File: src/rtl/ili_pkg.sv
// Shared constants for the ILI9341 frame path: pixel format, colours,
// display geometry and the upscaler state encoding.
package ili_pkg;

  localparam int PIXEL_SIZE = 16;

  localparam logic [15:0] COLOR_FILL   = 16'h001F;
  localparam logic [15:0] COLOR_BLACK  = 16'h0000;
  localparam logic [15:0] COLOR_RED    = 16'hF800;
  localparam logic [15:0] COLOR_PURPLE = 16'h780F;

  localparam int DISP_W = 240;
  localparam int DISP_H = 240;

  localparam logic [2:0] ST_IDLE = 3'd0;
  localparam logic [2:0] ST_ADDR = 3'd1;
  localparam logic [2:0] ST_CAPT = 3'd2;
  localparam logic [2:0] ST_EMIT = 3'd3;
  localparam logic [2:0] ST_FILL = 3'd4;
  localparam logic [2:0] ST_DONE = 3'd5;

  typedef enum logic [2:0] {
    IDLE = ST_IDLE,
    ADDR = ST_ADDR,
    CAPT = ST_CAPT,
    EMIT = ST_EMIT,
    FILL = ST_FILL,
    DONE = ST_DONE
  } upscale_state_e;

endpackage

File: src/rtl/upscale_addr_gen.sv
// Nested raster walk (rep_x inside src_x inside rep_y inside src_y) and the
// matching ROM address, tracked incrementally from the start of the source row.
module upscale_addr_gen #(
  parameter int SRC_W  = 80,
  parameter int SRC_H  = 80,
  parameter int SCALE  = 3,
  parameter int ADDR_W = 15
) (
  input  logic              clk_out,
  input  logic              rst,
  input  logic              clear_i,
  input  logic              step_i,
  input  logic              hold_i,
  input  logic [ADDR_W-1:0] base_i,
  output logic              rep_last_o,
  output logic              src_x_last_o,
  output logic              row_last_o,
  output logic              frame_last_o,
  output logic [ADDR_W-1:0] rom_addr_o
);

  localparam int XW = (SRC_W > 1) ? $clog2(SRC_W) : 1;
  localparam int YW = (SRC_H > 1) ? $clog2(SRC_H) : 1;
  localparam int RW = (SCALE > 1) ? $clog2(SCALE) : 1;

  logic [XW-1:0]     src_x_q, src_x_d;
  logic [YW-1:0]     src_y_q, src_y_d;
  logic [RW-1:0]     rep_x_q, rep_x_d;
  logic [RW-1:0]     rep_y_q, rep_y_d;
  logic [ADDR_W-1:0] row_base_q, row_base_d;
  logic [ADDR_W-1:0] addr_q, addr_d;
  logic              rep_y_last;
  logic              src_y_last;

  assign rep_last_o   = (rep_x_q == RW'(SCALE - 1));
  assign src_x_last_o = (src_x_q == XW'(SRC_W - 1));
  assign rep_y_last   = (rep_y_q == RW'(SCALE - 1));
  assign src_y_last   = (src_y_q == YW'(SRC_H - 1));
  assign row_last_o   = src_x_last_o && rep_y_last;
  assign frame_last_o = rep_last_o && row_last_o && src_y_last;
  assign rom_addr_o   = addr_q;

  // hold_i freezes the address (fill frames) while the counters keep walking.
  always_comb begin
    src_x_d    = src_x_q;
    src_y_d    = src_y_q;
    rep_x_d    = rep_x_q;
    rep_y_d    = rep_y_q;
    row_base_d = row_base_q;
    addr_d     = addr_q;
    if (clear_i) begin
      src_x_d = '0;
      src_y_d = '0;
      rep_x_d = '0;
      rep_y_d = '0;
      if (!hold_i) begin
        row_base_d = base_i;
        addr_d     = base_i;
      end
    end else if (step_i) begin
      if (!rep_last_o) begin
        rep_x_d = rep_x_q + 1'b1;
      end else begin
        rep_x_d = '0;
        if (!src_x_last_o) begin
          src_x_d = src_x_q + 1'b1;
          if (!hold_i) addr_d = addr_q + 1'b1;
        end else if (!rep_y_last) begin
          src_x_d = '0;
          rep_y_d = rep_y_q + 1'b1;
          if (!hold_i) addr_d = row_base_q;
        end else if (!src_y_last) begin
          src_x_d = '0;
          rep_y_d = '0;
          src_y_d = src_y_q + 1'b1;
          if (!hold_i) begin
            row_base_d = row_base_q + ADDR_W'(SRC_W);
            addr_d     = row_base_q + ADDR_W'(SRC_W);
          end
        end
      end
    end
  end

  always_ff @(posedge clk_out) begin
    if (!rst) begin
      src_x_q    <= '0;
      src_y_q    <= '0;
      rep_x_q    <= '0;
      rep_y_q    <= '0;
      row_base_q <= '0;
      addr_q     <= '0;
    end else begin
      src_x_q    <= src_x_d;
      src_y_q    <= src_y_d;
      rep_x_q    <= rep_x_d;
      rep_y_q    <= rep_y_d;
      row_base_q <= row_base_d;
      addr_q     <= addr_d;
    end
  end

endmodule

File: src/rtl/pixel_upscaler.sv
// Reads a low-resolution sprite from a synchronous ROM and emits every source
// pixel SCALE x SCALE times as a raster-ordered valid/ready stream.
module pixel_upscaler
  import ili_pkg::*;
#(
  parameter int                    SRC_W      = 80,
  parameter int                    SRC_H      = 80,
  parameter int                    SCALE      = 3,
  parameter int                    IMAGES     = 5,
  parameter int                    PIXEL_SIZE = ili_pkg::PIXEL_SIZE,
  parameter logic [PIXEL_SIZE-1:0] FILL_COLOR = ili_pkg::COLOR_FILL,
  parameter int                    ADDR_W     = $clog2(SRC_W * SRC_H * IMAGES)
) (
  input  logic                  clk_out,
  input  logic                  rst,
  input  logic                  start,
  input  logic [2:0]            img_sel,
  output logic [ADDR_W-1:0]     rom_addr,
  input  logic [PIXEL_SIZE-1:0] rom_data,
  output logic [PIXEL_SIZE-1:0] pix_data,
  output logic                  pix_valid,
  input  logic                  pix_ready,
  output logic                  busy,
  output logic                  frame_done,
  output logic                  sel_error,
  output logic [2:0]            dbg_state_o,
  output logic [1:0]            dbg_walk_o
);

  // Stream handshake: a beat transfers on a clk_out edge where pix_valid and
  // pix_ready are both high; while pix_valid is high and pix_ready low,
  // pix_valid and pix_data stay unchanged, and pix_valid only falls after a
  // transfer (or on reset).

  upscale_state_e        state_q, state_d;
  logic [PIXEL_SIZE-1:0] pix_data_q, pix_data_d;
  logic                  pix_valid_q, pix_valid_d;
  logic                  sel_err_q, sel_err_d;
  logic                  bad_sel;
  logic [ADDR_W-1:0]     base_d;
  logic                  ag_clear, ag_step, ag_hold;
  logic                  rep_last, src_x_last, row_last, frame_last;

  assign bad_sel = (int'({29'd0, img_sel}) >= IMAGES);
  assign base_d  = ADDR_W'(img_sel) * ADDR_W'(SRC_W * SRC_H);

  upscale_addr_gen #(
    .SRC_W  (SRC_W),
    .SRC_H  (SRC_H),
    .SCALE  (SCALE),
    .ADDR_W (ADDR_W)
  ) u_addr_gen (
    .clk_out      (clk_out),
    .rst          (rst),
    .clear_i      (ag_clear),
    .step_i       (ag_step),
    .hold_i       (ag_hold),
    .base_i       (base_d),
    .rep_last_o   (rep_last),
    .src_x_last_o (src_x_last),
    .row_last_o   (row_last),
    .frame_last_o (frame_last),
    .rom_addr_o   (rom_addr)
  );

  always_comb begin
    state_d     = state_q;
    pix_data_d  = pix_data_q;
    pix_valid_d = pix_valid_q;
    sel_err_d   = sel_err_q;
    ag_clear    = 1'b0;
    ag_step     = 1'b0;
    ag_hold     = 1'b0;
    unique case (state_q)
      IDLE: begin
        if (start) begin
          ag_clear  = 1'b1;
          sel_err_d = bad_sel;
          if (bad_sel) begin
            ag_hold     = 1'b1;
            pix_data_d  = FILL_COLOR;
            pix_valid_d = 1'b1;
            state_d     = FILL;
          end else begin
            state_d = ADDR;
          end
        end
      end
      ADDR: state_d = CAPT;
      CAPT: begin
        pix_data_d  = rom_data;
        pix_valid_d = 1'b1;
        state_d     = EMIT;
      end
      EMIT: begin
        if (pix_ready) begin
          ag_step = 1'b1;
          if (rep_last) begin
            pix_valid_d = 1'b0;
            state_d     = frame_last ? DONE : ADDR;
          end
        end
      end
      // Same walk as EMIT but without ROM traffic or gaps between source pixels.
      FILL: begin
        ag_hold = 1'b1;
        if (pix_ready) begin
          ag_step = 1'b1;
          if (frame_last) begin
            pix_valid_d = 1'b0;
            state_d     = DONE;
          end
        end
      end
      DONE:    state_d = IDLE;
      default: state_d = IDLE;
    endcase
  end

  always_ff @(posedge clk_out) begin
    if (!rst) begin
      state_q     <= IDLE;
      pix_data_q  <= '0;
      pix_valid_q <= 1'b0;
      sel_err_q   <= 1'b0;
    end else begin
      state_q     <= state_d;
      pix_data_q  <= pix_data_d;
      pix_valid_q <= pix_valid_d;
      sel_err_q   <= sel_err_d;
    end
  end

  assign pix_data    = pix_data_q;
  assign pix_valid   = pix_valid_q;
  assign sel_error   = sel_err_q;
  assign busy        = (state_q != IDLE) && (state_q != DONE);
  assign frame_done  = (state_q == DONE);
  assign dbg_state_o = state_q;
  assign dbg_walk_o  = {row_last, src_x_last};

endmodule

File: config.mk
export PLATFORM = sky130hd
export DESIGN_NAME = pixel_upscaler
export DESIGN_NICKNAME = d
export VERILOG_FILES = /design/src/rtl/ili_pkg.sv /design/src/rtl/upscale_addr_gen.sv /design/src/rtl/pixel_upscaler.sv
export SDC_FILE = /design/constraint.sdc
export NUM_CORES = 1
export LEC_CHECK = 0
export BUFFER_PORTS_ARGS = -buffer_cell sky130_fd_sc_hd__buf_4
export CAP_MARGIN = 20
export CORE_MARGIN = 5
export CORE_UTILIZATION = 56
export CTS_CLUSTER_SIZE = 30
export DETAILED_ROUTE_END_ITERATION = 8
export HOLD_SLACK_MARGIN = 0.03
export PLACE_DENSITY = 0.8
export SLEW_MARGIN = 10
export SYNTH_ARGS = -nofsm -noshare
export SYNTH_HDL_FRONTEND = slang
export SYNTH_SLANG_ARGS = --single-unit
File: constraint.sdc
create_clock -name clk_out -period 2.37 [get_ports clk_out]
set_input_delay 0.474 -clock clk_out [delete_from_list [all_inputs] [get_ports clk_out]]
set_output_delay 0.474 -clock clk_out [all_outputs]
set_load 0.03 [all_outputs]
==> reports/summary.log <==
[route] Starting DRT DRC Count 243
[synthesis] share of flip-flops with an asynchronous set or reset after synthesis 0%
[layout] ratio of cells with drive above 1 in the final layout 23.5%
[route] total detailed-routing wirelength 10100 um
[clocking] number of clock sinks 65
[synthesis] proportion of synthesized chip area in sequential cells 35.5%
[route] detailed-route DRC error count 0
[floorplanning] Die H 90.9 um
[layout] antenna cell count 0
[floorplanning] FP Rows 29
[clocking] H-Tree Depth 3
[route] ANT nets after route 0
[layout] growth of design area from synthesis to finish 22.9%
[layout] non-filler cells in the finished layout 600
[hold_path] class of the most critical hold timing path in -> reg
[synthesis] largest cells by area after synthesis sky130_fd_sc_hd__dfxtp_1 (36%), sky130_fd_sc_hd__nor2_1 (5.4%), sky130_fd_sc_hd__a21oi_1 (4.6%)
[sta] Worst slew margin 47.6%
[grt] Congestion Overflow GR 0
[synthesis] Ys Warns 0
[grt] first-pass GRT wire length 17100 um
[critical_path] critical path data required time 2.59 ns
[critical_path] startpoint type of the worst setup path flop
[floorplanning] placeable core region 6350 um^2
[synthesis] top-area cell type share of the netlist area 35.5%
[sta] clock skew after layout 0.00898 ns
[clocking] hold buffer count at CTS 0
[pwr] P_leak 1.78 nW
[floorplanning] initial core utilization 57.7%
[critical_path] top fanout value on the critical path 8
[place] PortBufs 62
[hold_path] hold path startpoint rom_data[5]
[synthesis] count leader, synth sky130_fd_sc_hd__dfxtp_1
[clocking] CTS tree done
[synthesis] distinct cell type count of the synthesized netlist 61
[synthesis] leading cell types by count after synthesis sky130_fd_sc_hd__dfxtp_1 (65), sky130_fd_sc_hd__nor2_1 (53), sky130_fd_sc_hd__nand2_1 (39)
[clocking] total clock buffers created by CTS 9
[floorplanning] horizontal extent of the die 90.9 um
[place] cell area reported after detailed placement 4320 um^2
[synthesis] Synth Register Bits 65
[sta] Fmax achieved 0.455 GHz
[sta] setup repair after global routing missed its margin false
[sta] count of final max-slew check failures 0
[route] length of the first detailed-routing pass in iterations 7
[synthesis] nets in the synthesized netlist 482
[clocking] clk buf depth 2
[sta] hold slack final 0.377 ns
[layout] net count reported at finish 550
[layout] summed area of non-filler cells in the final layout 4500 um^2
[sta] number of setup violations in the final report 0
[critical_path] path type of the worst setup path reg -> reg
[place] number of instances in the placed design 584
[critical_path] WP data arrival 2.42 ns
[clocking] clock-pin slew on the worst setup and hold paths 0.08 ns
[floorplanning] I/O pin cnt 63
[grt] total track usage 24.8%
[route] routed via count 3772
[synthesis] Main synth FF type sky130_fd_sc_hd__dfxtp_1
[synthesis] leading area contributor after synthesis sky130_fd_sc_hd__dfxtp_1
[grt] number of global-route vias before repair 3593
[place] routability cong. 0.906
[pwr] highest ir drop seen on vdd 0.000613 V
[sta] slew of the pin with the lowest slew margin 0.787 ns
[grt] antenna violations before repair 0
[route] average routed wire per standard cell 16.8 um
[sta] post-layout minimum cycle time 2.20 ns
[floorplanning] DIE AREA 8260 um^2
[pwr] power density relative to cell area 704 nW/um^2
[run_status] result of the run finished, final reports clean
[sta] setup TNS 0 ns
[layout] final core area utilization 70.9%
[synthesis] post-synth design cell area 3660 um^2
[place] DPL Wire Length 7300 um
[route] per-cell via count in the routed design 6.29
[clocking] Skew-Pair Late Insertion Delay 0.35 ns
[critical_path] CP startpoint u_addr_gen.src_x_q[0]
[critical_path] endpoint type of the worst setup path flop
[sta] final worst path period share 92.8%
[sta] final hold violation count 0
[critical_path] launch point of the worst reg-to-reg path u_addr_gen.src_x_q[0]
[synthesis] Avg Synthesized Cell Area 8.14 um^2
[synthesis] cell count after synthesis 450
[job] reported max-cap violation count 0
[clocking] root buffer cell sky130_fd_sc_hd__clkbuf_8
[grt] largest net degree at the start of global routing 34
[synthesis] number of synthesized flops with an enable pin 0
-- logic make-up (layout without fill, tap and decap cells) --
group	count (synthesis)	count (layout)	synth area share, %
AO/OA/AOI/OAI	131	131	24.9
XOR/XNOR	24	24	5.74
adder cells (fa/ha/maj)	9	9	3.07
buffers and inverters	35	108	4.06
flip-flops	65	65	35.5
multiplexers	2	2	0.546
AND/OR/NAND/NOR	184	184	26.2
-- metal layers --
layer / vias to the layer above / part of all wire, % / global-route usage (%)
li1: 1816 / - / -
met3: 25 / 7.0 / 5.08
met4: 0 / 2.5 / 10.4
met1: 1747 / 41 / 31.7
met5: - / 0 / 0
met2: 184 / 49 / 40.4
-- cell usage in the layout, fill, tap and decap left out, types with 9 or more instances in the layout --
cell type	instances
sky130_fd_sc_hd__xor2_1	14
sky130_fd_sc_hd__a22oi_1	11
sky130_fd_sc_hd__nand4_1	11
sky130_fd_sc_hd__nor4_1	9
sky130_fd_sc_hd__a21oi_1	34
sky130_fd_sc_hd__nand2_1	39
sky130_fd_sc_hd__nor2_1	53
sky130_fd_sc_hd__clkbuf_8	9
sky130_fd_sc_hd__o21ai_0	22
sky130_fd_sc_hd__xnor2_1	10
sky130_fd_sc_hd__nand3_1	17
sky130_fd_sc_hd__nor3_1	13
sky130_fd_sc_hd__dfxtp_1	65
sky130_fd_sc_hd__ha_1	9
sky130_fd_sc_hd__buf_4	82
-- worst max-delay path, cell delays in order (launching register included) --
cell                        delay, ns
sky130_fd_sc_hd__dfxtp_1         0.38
sky130_fd_sc_hd__ha_1            0.24
sky130_fd_sc_hd__and2_2          0.23
sky130_fd_sc_hd__o2111ai_4       0.17
sky130_fd_sc_hd__or4b_4          0.60
sky130_fd_sc_hd__o311ai_0        0.32
sky130_fd_sc_hd__o21ai_1         0.12
-- repair_timing --
action                                 4_1_cts  5_1_grt
setup endpoints to repair                    0        6
gates resized for setup                      0        5
buffers inserted                             0        0
endpoints found under the hold margin        0        0
-- sequential cells by signal, summed over array words and instances, names as in the netlist --
register	flops
pix_data	16
u_addr_gen.rom_addr_o	15
u_addr_gen.row_base_q	11
u_addr_gen.src_x_q	7
u_addr_gen.src_y_q	7
dbg_state_o	3
u_addr_gen.rep_x_q	2
u_addr_gen.rep_y_q	2
pix_valid	1
sel_error	1
-- path summary, 6_finish.rpt --
check,end,cells after the start,slack (ns)
min,pix_data[5],3,0.38
max,u_addr_gen.row_base_q[11],6,0.17
min reg2reg,sel_error,1,0.48
max reg2reg,u_addr_gen.row_base_q[11],6,0.17
-- power breakdown --
| group | internal [mW] | switching, mW | total (mW) |
|---|---|---|---|
| Clock | 0.376 | 0.458 | 0.834 |
| Sequential | 1.19 | 0.101 | 1.29 |
| Combinational | 0.416 | 0.626 | 1.04 |
-- per-stage QoR --
| step | worst slack [ns] | power, mW |
|---|---|---|
| final | 0.170 | 3.17 |
| after global routing | 0.0147 | 3.33 |
| after CTS | 0.0277 | 3.17 |
| after detailed placement | 0.0694 | 2.34 |
| after global placement | 0.157 | 2.32 |
| after floorplan | 0.169 | 1.96 |
-- layout make-up --
cell class | instances | area, um^2
fillers | 504 | 1850
clock buffers | 9 | 124
flip-flops and latches | 65 | 1300
repair buffers | 85 | 676
clock inverters | 7 | 47.5
multi-input cells | 350 | 2230
well taps | 77 | 96.3
inverters | 7 | 26.3
Note: power is estimated with default switching activity, not from simulation.
